===== config.mk =====
export PLATFORM = sky130hd
export DESIGN_NAME = frame_dma_writer
export DESIGN_NICKNAME = d
export VERILOG_FILES = /design/src/rtl/frame_dma_writer.sv
export SDC_FILE = /design/constraint.sdc
export NUM_CORES = 1
export LEC_CHECK = 0
export ABC_AREA = 1
export CORE_AREA = 2 2 150 226
export DETAILED_ROUTE_END_ITERATION = 6
export DIE_AREA = 0 0 152 228
export PLACE_DENSITY = 0.82
export SLEW_MARGIN = 20
export SYNTH_ARGS = -nofsm -noshare
export SYNTH_HDL_FRONTEND = slang
export SYNTH_SLANG_ARGS = --single-unit

===== constraint.sdc =====
create_clock -name piul1Clock -period 4.1 [get_ports piul1Clock]
set_clock_uncertainty 0.15 [all_clocks]
set_input_delay 0.82 -clock piul1Clock [delete_from_list [all_inputs] [get_ports piul1Clock]]
set_output_delay 0.82 -clock piul1Clock [all_outputs]
set_load 0.02 [all_outputs]

===== src/rtl/frame_dma_writer.sv =====
// frame_dma_writer: packs 12-bit Bayer pixel pairs into 32-bit words and writes whole frames to memory in fixed-length bursts
module frame_dma_writer #(
  parameter logic [31:0] BASE_ADDR    = 32'h0000_0000,
  parameter int          FRAME_WIDTH  = 640,
  parameter int          FRAME_HEIGHT = 480,
  parameter int          BURST_LEN    = 8
)(
  input  logic        piul1Clock,
  input  logic        piul1Reset_n,
  input  logic        piEnable,
  input  logic        piValid,
  output logic        poReady,
  input  logic        piSof,
  input  logic        piEol,
  input  logic [11:0] piData,
  output logic [31:0] poAddr,
  output logic        poWrite,
  output logic [31:0] poWriteData,
  output logic [3:0]  poBurstCount,
  input  logic        piWaitRequest,
  output logic        poBusy,
  output logic        poFrameDone,
  output logic        poErr
);
  localparam int CW = $clog2(FRAME_WIDTH);
  localparam int RW = $clog2(FRAME_HEIGHT + 1);
  typedef enum logic [2:0] {IDLE, WAIT_SOF, CAPTURE, DRAIN, RESYNC} state_t;
  state_t state, state_nxt;
  logic [31:0] mem [16];
  logic [3:0] wr_ptr, rd_ptr, beat;
  logic [4:0] count, count_nxt;
  logic [11:0] even_pix;
  logic [CW-1:0] col;
  logic [RW-1:0] row;
  logic active, en_q, accept, push, pop, last_beat, col_last, row_last, bad, frame_end, out_idle, start_ok;
  assign accept    = piValid & poReady;
  assign col_last  = col == CW'(FRAME_WIDTH - 1);
  assign row_last  = row == RW'(FRAME_HEIGHT - 1);
  assign bad       = piSof | (piEol ^ col_last);
  assign push      = state == CAPTURE && accept && !bad && col[0];
  assign pop       = active & !piWaitRequest;
  assign last_beat = pop && beat == 4'(BURST_LEN - 1);
  assign frame_end = state == CAPTURE && accept && !bad && col_last && row_last;
  assign out_idle  = !active && count == 5'd0;
  assign count_nxt = count + 5'(push) - 5'(pop);
  // Looking at post-edge occupancy lets a new burst follow the previous one with no idle cycle
  assign start_ok  = state != RESYNC && count_nxt >= 5'(BURST_LEN);
  always_ff @(posedge piul1Clock)
    if (!piul1Reset_n) state <= IDLE;
    else state <= state_nxt;
  always_comb begin
    state_nxt = state;
    case (state)
      IDLE:     state_nxt = piEnable ? WAIT_SOF : IDLE;
      WAIT_SOF: state_nxt = !piEnable ? IDLE : (accept && piSof) ? CAPTURE : WAIT_SOF;
      CAPTURE:  state_nxt = !accept ? CAPTURE : bad ? RESYNC : frame_end ? DRAIN : CAPTURE;
      DRAIN:    state_nxt = !out_idle ? DRAIN : piEnable ? WAIT_SOF : IDLE;
      RESYNC:   state_nxt = active ? RESYNC : piEnable ? WAIT_SOF : IDLE;
      default:  state_nxt = IDLE;
    endcase
  end
  always_comb begin
    poReady      = state == WAIT_SOF || state == RESYNC || (state == CAPTURE && count != 5'd16);
    poBusy       = state != IDLE;
    poFrameDone  = state == DRAIN && out_idle;
    poWrite      = active;
    poWriteData  = active ? mem[rd_ptr] : 32'h0;
    poBurstCount = 4'(BURST_LEN);
  end
  always_ff @(posedge piul1Clock)
    if (push) mem[wr_ptr] <= {4'h0, piData, 4'h0, even_pix};
  always_ff @(posedge piul1Clock) begin
    if (!piul1Reset_n) begin
      wr_ptr   <= '0;
      rd_ptr   <= '0;
      count    <= '0;
      beat     <= '0;
      active   <= 1'b0;
      col      <= '0;
      row      <= '0;
      even_pix <= '0;
      poAddr   <= BASE_ADDR;
      poErr    <= 1'b0;
      en_q     <= 1'b0;
    end else begin
      en_q   <= piEnable;
      count  <= count_nxt;
      active <= (active & !last_beat) | start_ok;
      if (push) wr_ptr <= wr_ptr + 4'd1;
      if (pop) rd_ptr <= rd_ptr + 4'd1;
      if (pop) beat <= last_beat ? 4'd0 : beat + 4'd1;
      if (last_beat) poAddr <= poAddr + 32'(BURST_LEN * 4);
      if (state == WAIT_SOF && accept && piSof) begin
        even_pix <= piData;
        col      <= CW'(1);
        row      <= '0;
      end else if (state == CAPTURE && accept && !bad) begin
        if (!col[0]) even_pix <= piData;
        col <= col_last ? '0 : col + CW'(1);
        if (col_last) row <= row_last ? '0 : row + RW'(1);
      end
      if ((state == IDLE && piEnable) || (state == DRAIN && out_idle)) poAddr <= BASE_ADDR;
      // Abandon the broken frame only once any burst already on the bus has finished
      if (state == RESYNC && !active) begin
        poAddr   <= BASE_ADDR;
        wr_ptr   <= '0;
        rd_ptr   <= '0;
        count    <= '0;
        col      <= '0;
        row      <= '0;
        even_pix <= '0;
      end
      if (state == CAPTURE && accept && bad) poErr <= 1'b1;
      else if (piEnable && !en_q) poErr <= 1'b0;
    end
  end
endmodule


Yosys cells after proc, flatten, opt, wreduce, memory -nomap -nowiden
Memory sizes are Yosys's and may differ from the RTL's. A register that Yosys moved wholly into a read port is not among the register bits.
Index checks and enable logic that the tools add are counted.
{"block": "word_totals", "ff_bits": 86, "mem_bits_rw": 384, "input_bits": 19, "out_inout_bits": 73, "word_cells": 99, "mem_count": 1}
{"name": "mem", "depth": 16, "width": 24, "rd": 1, "rd_clocked_by_memory_dff": 1, "wr": 1, "line": "29", "text": "logic [31:0] mem [16];"}
{"block": "classes", "addsub": 8, "n_lt_le_gt_ge": 1, "n_eq_ne": 10, "n_mux": 24, "bitwise_logic": 7, "reduce_logical": 35}
{"cell": "12-bit 2-to-1 mux", "count": 3}
{"cell": "32-bit by 6-bit adder with 32-bit output, second input constant", "count": 1}
{"cell": "32-bit 2-to-1 mux", "count": 1}
{"cell": "1-bit logical AND", "count": 17}
{"cell": "3-bit one-hot mux with 5 select lines", "count": 1}
{"cell": "4-bit by 1-bit adder with 4-bit output, second input constant", "count": 3}
{"cell": "3-bit 2-to-1 mux", "count": 4}
{"cell": "4-bit 2-to-1 mux", "count": 3}
{"cell": "10-bit by 1-bit adder with 10-bit output, second input constant", "count": 1}
{"cell": "10-bit == test, second input constant", "count": 1}
{"cell": "10-bit 2-to-1 mux", "count": 1}
{"cell": "9-bit by 1-bit adder with 9-bit output, second input constant", "count": 1}
{"cell": "9-bit == test, second input constant", "count": 1}
{"cell": "9-bit 2-to-1 mux", "count": 1}
{"cell": "1-bit 2-to-1 mux", "count": 8}
{"cell": "3-bit by 2-bit == test with 1-bit output, second input constant", "count": 2}
{"cell": "3-bit OR reduction", "count": 2}
{"cell": "5-bit by 1-bit adder with 5-bit output", "count": 1}
{"cell": "5-bit by 4-bit greater-or-equal comparator with 1-bit output, second input constant", "count": 1}
{"cell": "1-bit zero test", "count": 5}
{"cell": "5-bit zero test", "count": 1}
{"cell": "5-bit != test, second input constant", "count": 1}
{"cell": "5-bit by 1-bit subtractor with 5-bit output", "count": 1}
{"cell": "4-bit by 3-bit == test with 1-bit output, second input constant", "count": 1}
{"cell": "other kinds (15)", "count": 23}

Logic depth before layout (Yosys ltp)
Gate-level depths: netlist of run 1.
{"block": "depth", "depth_word": 12, "mapped_depth": 19, "depth_no_buf": 19}

Worst setup path after synthesis of run 1
No wires, ideal clock.
{"block": "synth_path", "path_kind": "in2reg", "start": "input piEol", "end": "memory mem[0][0] (netlist bit), enable pin", "setup_ns": 0.405, "arrival_ns": 2.558, "required_ns": 3.545, "setup_slack_ns": 0.987, "path_stages": 8, "n_path_buf": 0, "cell_sequence": "inv_1 -> nand3_1 -> nand3_4 -> nor2_8 -> nand2_2 -> inv_2 -> nand2_1 -> nor2_1"}
{"block": "synth_between", "elab_chain_cells": 7}
{"item": "from (decl)", "line": "14", "text": "input logic piEol,"}
{"item": "1-bit XOR", "line": "39", "text": "assign bad = piSof | (piEol ^ col_last);"}
{"item": "1-bit OR", "line": "39"}
{"item": "1-bit zero test", "line": "40", "text": "assign push = state == CAPTURE && accept && !bad && col[0];"}
{"item": "1-bit logical AND (2 in a row)", "line": "40"}
{"item": "1-bit 2-to-1 mux", "line": "71", "text": "if (push) mem[wr_ptr] <= {4'h0, piData, 4'h0, even_pix};"}
{"item": "1-bit 2-to-1 mux (not written as such)", "line": "71"}
{"item": "to (decl)", "line": "29"}
Every way passes these cells.

==> results of run 1 <==
[stage by stage]
| stage | worst slack, ns | area, um2 |
|---|---|---|
| after global placement | 0.353 | 20800 |
| after global routing | -0.00383 | 22200 |
| after CTS | 0.0303 | 22100 |
| after floorplan | 0.987 | 19400 |
| final | 0.0607 | 22200 |
| after detailed placement | 0.325 | 20800 |
[cell usage after synthesis, types with 4 or more instances]
cell type | n | area share
ha_1 | 15 | 0.0097
dfxtp_1 | 85 | 0.088
or2_2 | 4 | 0.0013
nand4_1 | 9 | 0.0029
a21oi_1 | 84 | 0.022
nand3_1 | 82 | 0.021
inv_1 | 86 | 0.017
o21ai_0 | 208 | 0.054
edfxtp_1 | 384 | 0.59
o211ai_1 | 31 | 0.012
nor2_1 | 289 | 0.056
nor3_1 | 10 | 0.0026
clkbuf_1 | 68 | 0.013
buf_2 | 21 | 0.0054
buf_4 | 19 | 0.0074
nand2_2 | 6 | 0.0019
o22ai_1 | 31 | 0.010
o221ai_1 | 65 | 0.029
nand2_1 | 150 | 0.029
xor2_1 | 19 | 0.0086
nand3b_1 | 4 | 0.0015
[routing by layer]
layer	vias up	part of all wire	track usage	routed length [um]
met4	0	0.035	0.110	1670
met3	142	0.088	0.0464	4200
met2	780	0.53	0.489	25200
met1	6721	0.35	0.312	16900
met5	-	0	0	0
li1	6255	-	-	-
[sequential cells by signal (all words and copies together) (netlist names), named ones only]
name	flops
beat	4
mem	384
poErr	1
wr_ptr	4
row	9
col	10
en_q	1
rd_ptr	4
poWrite	1
count	5
state	3
even_pix	12
poAddr	27
[layout make-up]
type,instances,area (um2)
clock buffer,55,1100
clock inverter,20,154
fill,2264,10800
inverter,88,338
multi-input combinational,1047,5450
sequential,469,13200
tap,420,526
timing repair buffer,130,1350
[repair_timing]
action | in CTS | in global routing
hold endpoints to repair | 0 | 0
endpoints found under the setup margin | 18 | 11
gates cloned | 0 | 1
gates resized for setup | 1 | 6
buffers inserted | 1 | 0
[final timing paths]
path	start	endpoint	slack, ns	cells past startpoint
hold / removal	row[8]	row[8]	0.35	2
setup / recovery	flop	poWriteData[22]	0.06	7
setup reg to reg	col[1]	poWrite	0.75	19
hold reg to reg	row[8]	row[8]	0.35	2
[cell families (layout without fill, tap and decap cells)]
kind of cell | Yosys count | after routing | share of synthesized area
and+or+nand+nor | 568 | 568 | 0.124
DFF | 469 | 469 | 0.683
AOI/OAI and AO/OA | 426 | 426 | 0.129
buffers and inverters | 199 | 293 | 0.0440
xor gates and xnor gates | 20 | 20 | 0.00904
adders and majority gates | 16 | 16 | 0.0107
other | 2 | 17 | 0.000387
[power by group through the flow]
| stage | Sequential, uW | Combinational [uW] | Clock (uW) |
|---|---|---|---|
| after global routing | 5250 | 1810 | 3840 |
| final | 5240 | 1670 | 3660 |
| after detailed placement | 5350 | 1590 | 0 |
| after CTS | 5240 | 1630 | 3680 |
| after global placement | 5350 | 1520 | 0 |
| after floorplan | 5300 | 1040 | 0 |
[critical path, delay by kind of cell (launching register included)]
family                 cells  cell delay [ns]
buffers and inverters      3             1.15
flip-flops                 1             0.48
AND/OR/NAND/NOR            1             0.13
AO/OA/AOI/OAI              3             0.75
==> impl_metrics.toml, run 1 <==
[die]
die_area_mm2 = 0.0347
die-height_um = 228
die_w_um = 152
io_pins = 92
initial_utilization = 0.589
rows = 82
core-area_mm2 = 0.0329

[sta]
worst_slew_pin_slew_ns = 1.01
fmax_mhz = 248
slew_headroom = 0.325
slew_viol_final = 0
finalHoldViolCount = 0
period_needed_ns = 4.04
setup_tns_ns = 0
holdWs_ns = 0.346
setup_viol = 0
fin_crit_sh = 0.985

[power]
leakage_uw = 0.00784
p_total_uw = 10600
p_int_uw = 7740
swShare = 0.268
vdd_ir_drop_max_v = 0.000421
power_frac_clock = 0.346
p_sw_uw = 2840
pwr-share-seq = 0.496
powerDensity_mw_per_mm2 = 477
combinationalPowerShare = 0.158

[clocking]
clkTransAtPathRegs_ns = 0.07
htreeDepth = 2
cts_hold_buffers = 0
clock-root-buffer = "clkbuf_16"
clk_latency_ns = 0.56
cts_tree = "done"
cts_buffers = 41
cts_sinks = 469
cts_buffer_depth = 3

[final_layout]
diodes = 0
fin_nets = 1812
fin_cells = 2229
layout_common_cells = "edfxtp_1, nor2_1, o21ai_0"
utilization = 0.673
drive_gt1_frac = 0.0879
final_common_cell = "edfxtp_1"
area_delta_synth_final_pct = 14.3

[yosys]
async_reset_ff_frac = 0
synth-seq-cells = 469
postSynthCellCount = 1700
synth_edf_count = 384
ys_seq_area_frac = 0.683
synth.distinct_cells = 42
yosysWarnings = 0
syn_area_per_cell_um2 = 11.4
syn_area_mm2 = 0.0194
synthFlopType = "edfxtp_1"

[detailed_routing]
ant_nets = 0
vias = 13900
first_pass_iters = 7
viasPerCell = 6.24
drtIter0Drc = 1301
drt_wl_total_um = 47900
wl_per_cell_um = 21.5
drc = 2

[critical_path]
end_kind = "output pin"
crit_chain = "inv_2, buf_4, o21ai_0, o221ai_1, nand3_1, a21oi_1, clkdlybuf4s50_1"
cp_slowest_stage_delay_ns = 0.69
critical_path.max_fanout = 34
cp.required_ns = 3.13
path_class = "reg -> out"
worstPathArrival_ns = 3.07
start_kind = "flop"
slowest_stage = "clkdlybuf4s50_1"

[grt]
antenna_found_initial = 0
grt-ovfl-total = 0
grt_pass1_wl_um = 73300
grt_max_degree = 82
groute.usage.overall = 0.268
grt_pass1_vias = 13800

[flow_run]
drv_cap = 0

[min_path]
hp-class = "reg -> reg"

[placed_design]
dp.cells = 2152
io_buffers = 74
dp_hpwl_um = 27900
place.gp.congestion = 0.847

[status]
status = "complete, but fails checks"
violations = "design-rule violations"
Power figures use the tool's default switching activity.
==> inputs of run 2 (changes only) <==
--- a/config.mk
+++ b/config.mk
@@ -9,7 +9,7 @@
 export CORE_AREA = 2 2 150 226
 export DETAILED_ROUTE_END_ITERATION = 6
 export DIE_AREA = 0 0 152 228
-export PLACE_DENSITY = 0.82
+export PLACE_DENSITY = 0.81
 export SLEW_MARGIN = 20
 export SYNTH_ARGS = -nofsm -noshare
 export SYNTH_HDL_FRONTEND = slang
==> run 2 against run 1 <==
Global-route usage fell by 0.36 points. First-iteration DRC count rose by 13%. Register-to-register slack got worse by 0.05 ns. Clock power rose by 3%. Final area did not move. Wire length fell by 1.7%. The run ends with negative setup slack left. Cell count fell by 0.22%. Flip-flop and latch count did not move. Worst setup slack got worse by 0.066 ns. Via count fell by 1.1%.
==> impl_metrics.toml, run 2 (synthesized netlist as in run 1, its figures left out) <==
[critical_path]
r2r_cells = 19
cp_slowest_stage_delay_ns = 0.70
start_kind = "flop"
worstPathArrival_ns = 3.13
critical_path.max_fanout = 37
end_kind = "output pin"
path_class = "reg -> out"
crit_family = "buffers and inverters"
crit_cells = 6
slowest_stage = "clkdlybuf4s50_1"
cp.required_ns = 3.13
path_buf_inv = 2
r2r_setup_slack_ns = 0.70
crit_chain = "buf_6, o21ai_0, o221ai_1, o211ai_1, a21oi_1, clkdlybuf4s50_1"

[die]
core-area_mm2 = 0.0329
initial_utilization = 0.589
die_area_mm2 = 0.0347
die_w_um = 152
io_pins = 92
die-height_um = 228
rows = 82

[detailed_routing]
vias = 13700
first_pass_iters = 5
drt_wl_total_um = 47100
drc = 0
drtIter0Drc = 1475
wl_per_cell_um = 21.2
ant_nets = 0
viasPerCell = 6.18

[placed_design]
io_buffers = 74
dp_hpwl_um = 28400
postPlaceCellArea_mm2 = 0.0208
place.gp.congestion = 0.854
dp.cells = 2146
dp_worst_setup_slack_ns = 0.316

[grt]
grt_max_degree = 101
groute.usage.overall = 0.264
grt-ovfl-total = 0
antenna_found_initial = 0
grt_pass1_vias = 13600
grt_pass1_wl_um = 72100

[min_path]
hp-class = "reg -> reg"
hold_depth = 1

[final_layout]
layout_common_cells = "edfxtp_1, nor2_1, o21ai_0"
area_delta_synth_final_pct = 14.3
top_register = "mem"
fin_area_mm2 = 0.0222
fillers = 2282
final_common_cell = "edfxtp_1"
largest_reg_flops = 384
drive_gt1_frac = 0.0859
diodes = 0
fin_nets = 1806
fin_cells = 2224
largest_registers = "mem: 384 flops, poAddr: 27 flops, even_pix: 12 flops"

[power]
p_total_uw = 10600
vdd_ir_drop_max_v = 0.000312
leakage_uw = 0.00780
powerDensity_mw_per_mm2 = 480

[clocking]
cts_sinks = 469
htreeDepth = 2
cts_tree = "done"
clkTransAtPathRegs_ns = 0.06
clk_latency_ns = 0.55
clock-root-buffer = "clkbuf_16"
cts_buffer_depth = 3
cts_hold_buffers = 0
cts_buffers = 42

[status]
violations = "negative setup slack"
status = "complete, but fails checks"

[sta]
worst_slew_pin_slew_ns = 0.818
period_needed_ns = 4.10
layout_setup_ws_ns = -0.00494
fmax_mhz = 244
fin_crit_sh = 1.00
slew_headroom = 0.453
finalHoldViolCount = 0
setup_tns_ns = -0.00494
setup_viol = 1
slew_viol_final = 0

[flow_run]
drv_cap = 0
==> run 2: changes by cell type in the layout (fill, tap and decap cells not counted), moves of 3 or more <==
| cell | change |
|---|---|
| buf_4 | -6 |
| nor2_2 | -6 |
| nor2_4 | +6 |
| clkinv_2 | +4 |
| inv_8 | -3 |
==> run 2: per-layer routing <==
| metal | routed length, um | GRT usage | up-vias |
|---|---|---|---|
| li1 | - | - | 6235 |
| met1 | 16500 | 0.311 | 6638 |
| met2 | 24800 | 0.477 | 734 |
| met3 | 3990 | 0.0401 | 141 |
| met4 | 1830 | 0.119 | 0 |
| met5 | 0 | 0 | - |
==> run 2: report_power, final <==
group | switching (uW) | internal [uW]
registers | 67.8 | 5160
clock network | 1690 | 2090
logic | 1060 | 567
==> run 2: through the flow <==
| stage | utilization | hold slack, ns |
|---|---|---|
| finish | 0.673 | 0.345 |
| global route | 0.673 | 0.360 |
| CTS | 0.672 | 0.349 |
| detailed placement | 0.632 | 0.339 |
| global placement | 0.632 | 0.318 |
| floorplan | - | 0.302 |
==> run 2: repair_timing <==
action                                  4_1_cts  5_1_grt
buffers inserted                              0        1
endpoints found under the setup margin        4       10
gates resized for setup                       3        3
==> run 2: layout make-up <==
class / count / area [um2] / area share
Inverter: 88 / 335 / 0.0151
Sequential cell: 469 / 13200 / 0.598
Clock inverter: 20 / 170 / 0.00768
Tap cell: 420 / 526 / 0.0237
Timing Repair Buffer: 123 / 1270 / 0.0574
Clock buffer: 57 / 1140 / 0.0514
Multi-Input combinational cell: 1047 / 5480 / 0.247
==> run 2: final timing paths <==
kind	start	endpoint
max	flop	poWriteData[4]
min	beat[2]	beat[2]
max reg2reg	col[1]	poWrite
min reg2reg	beat[2]	beat[2]
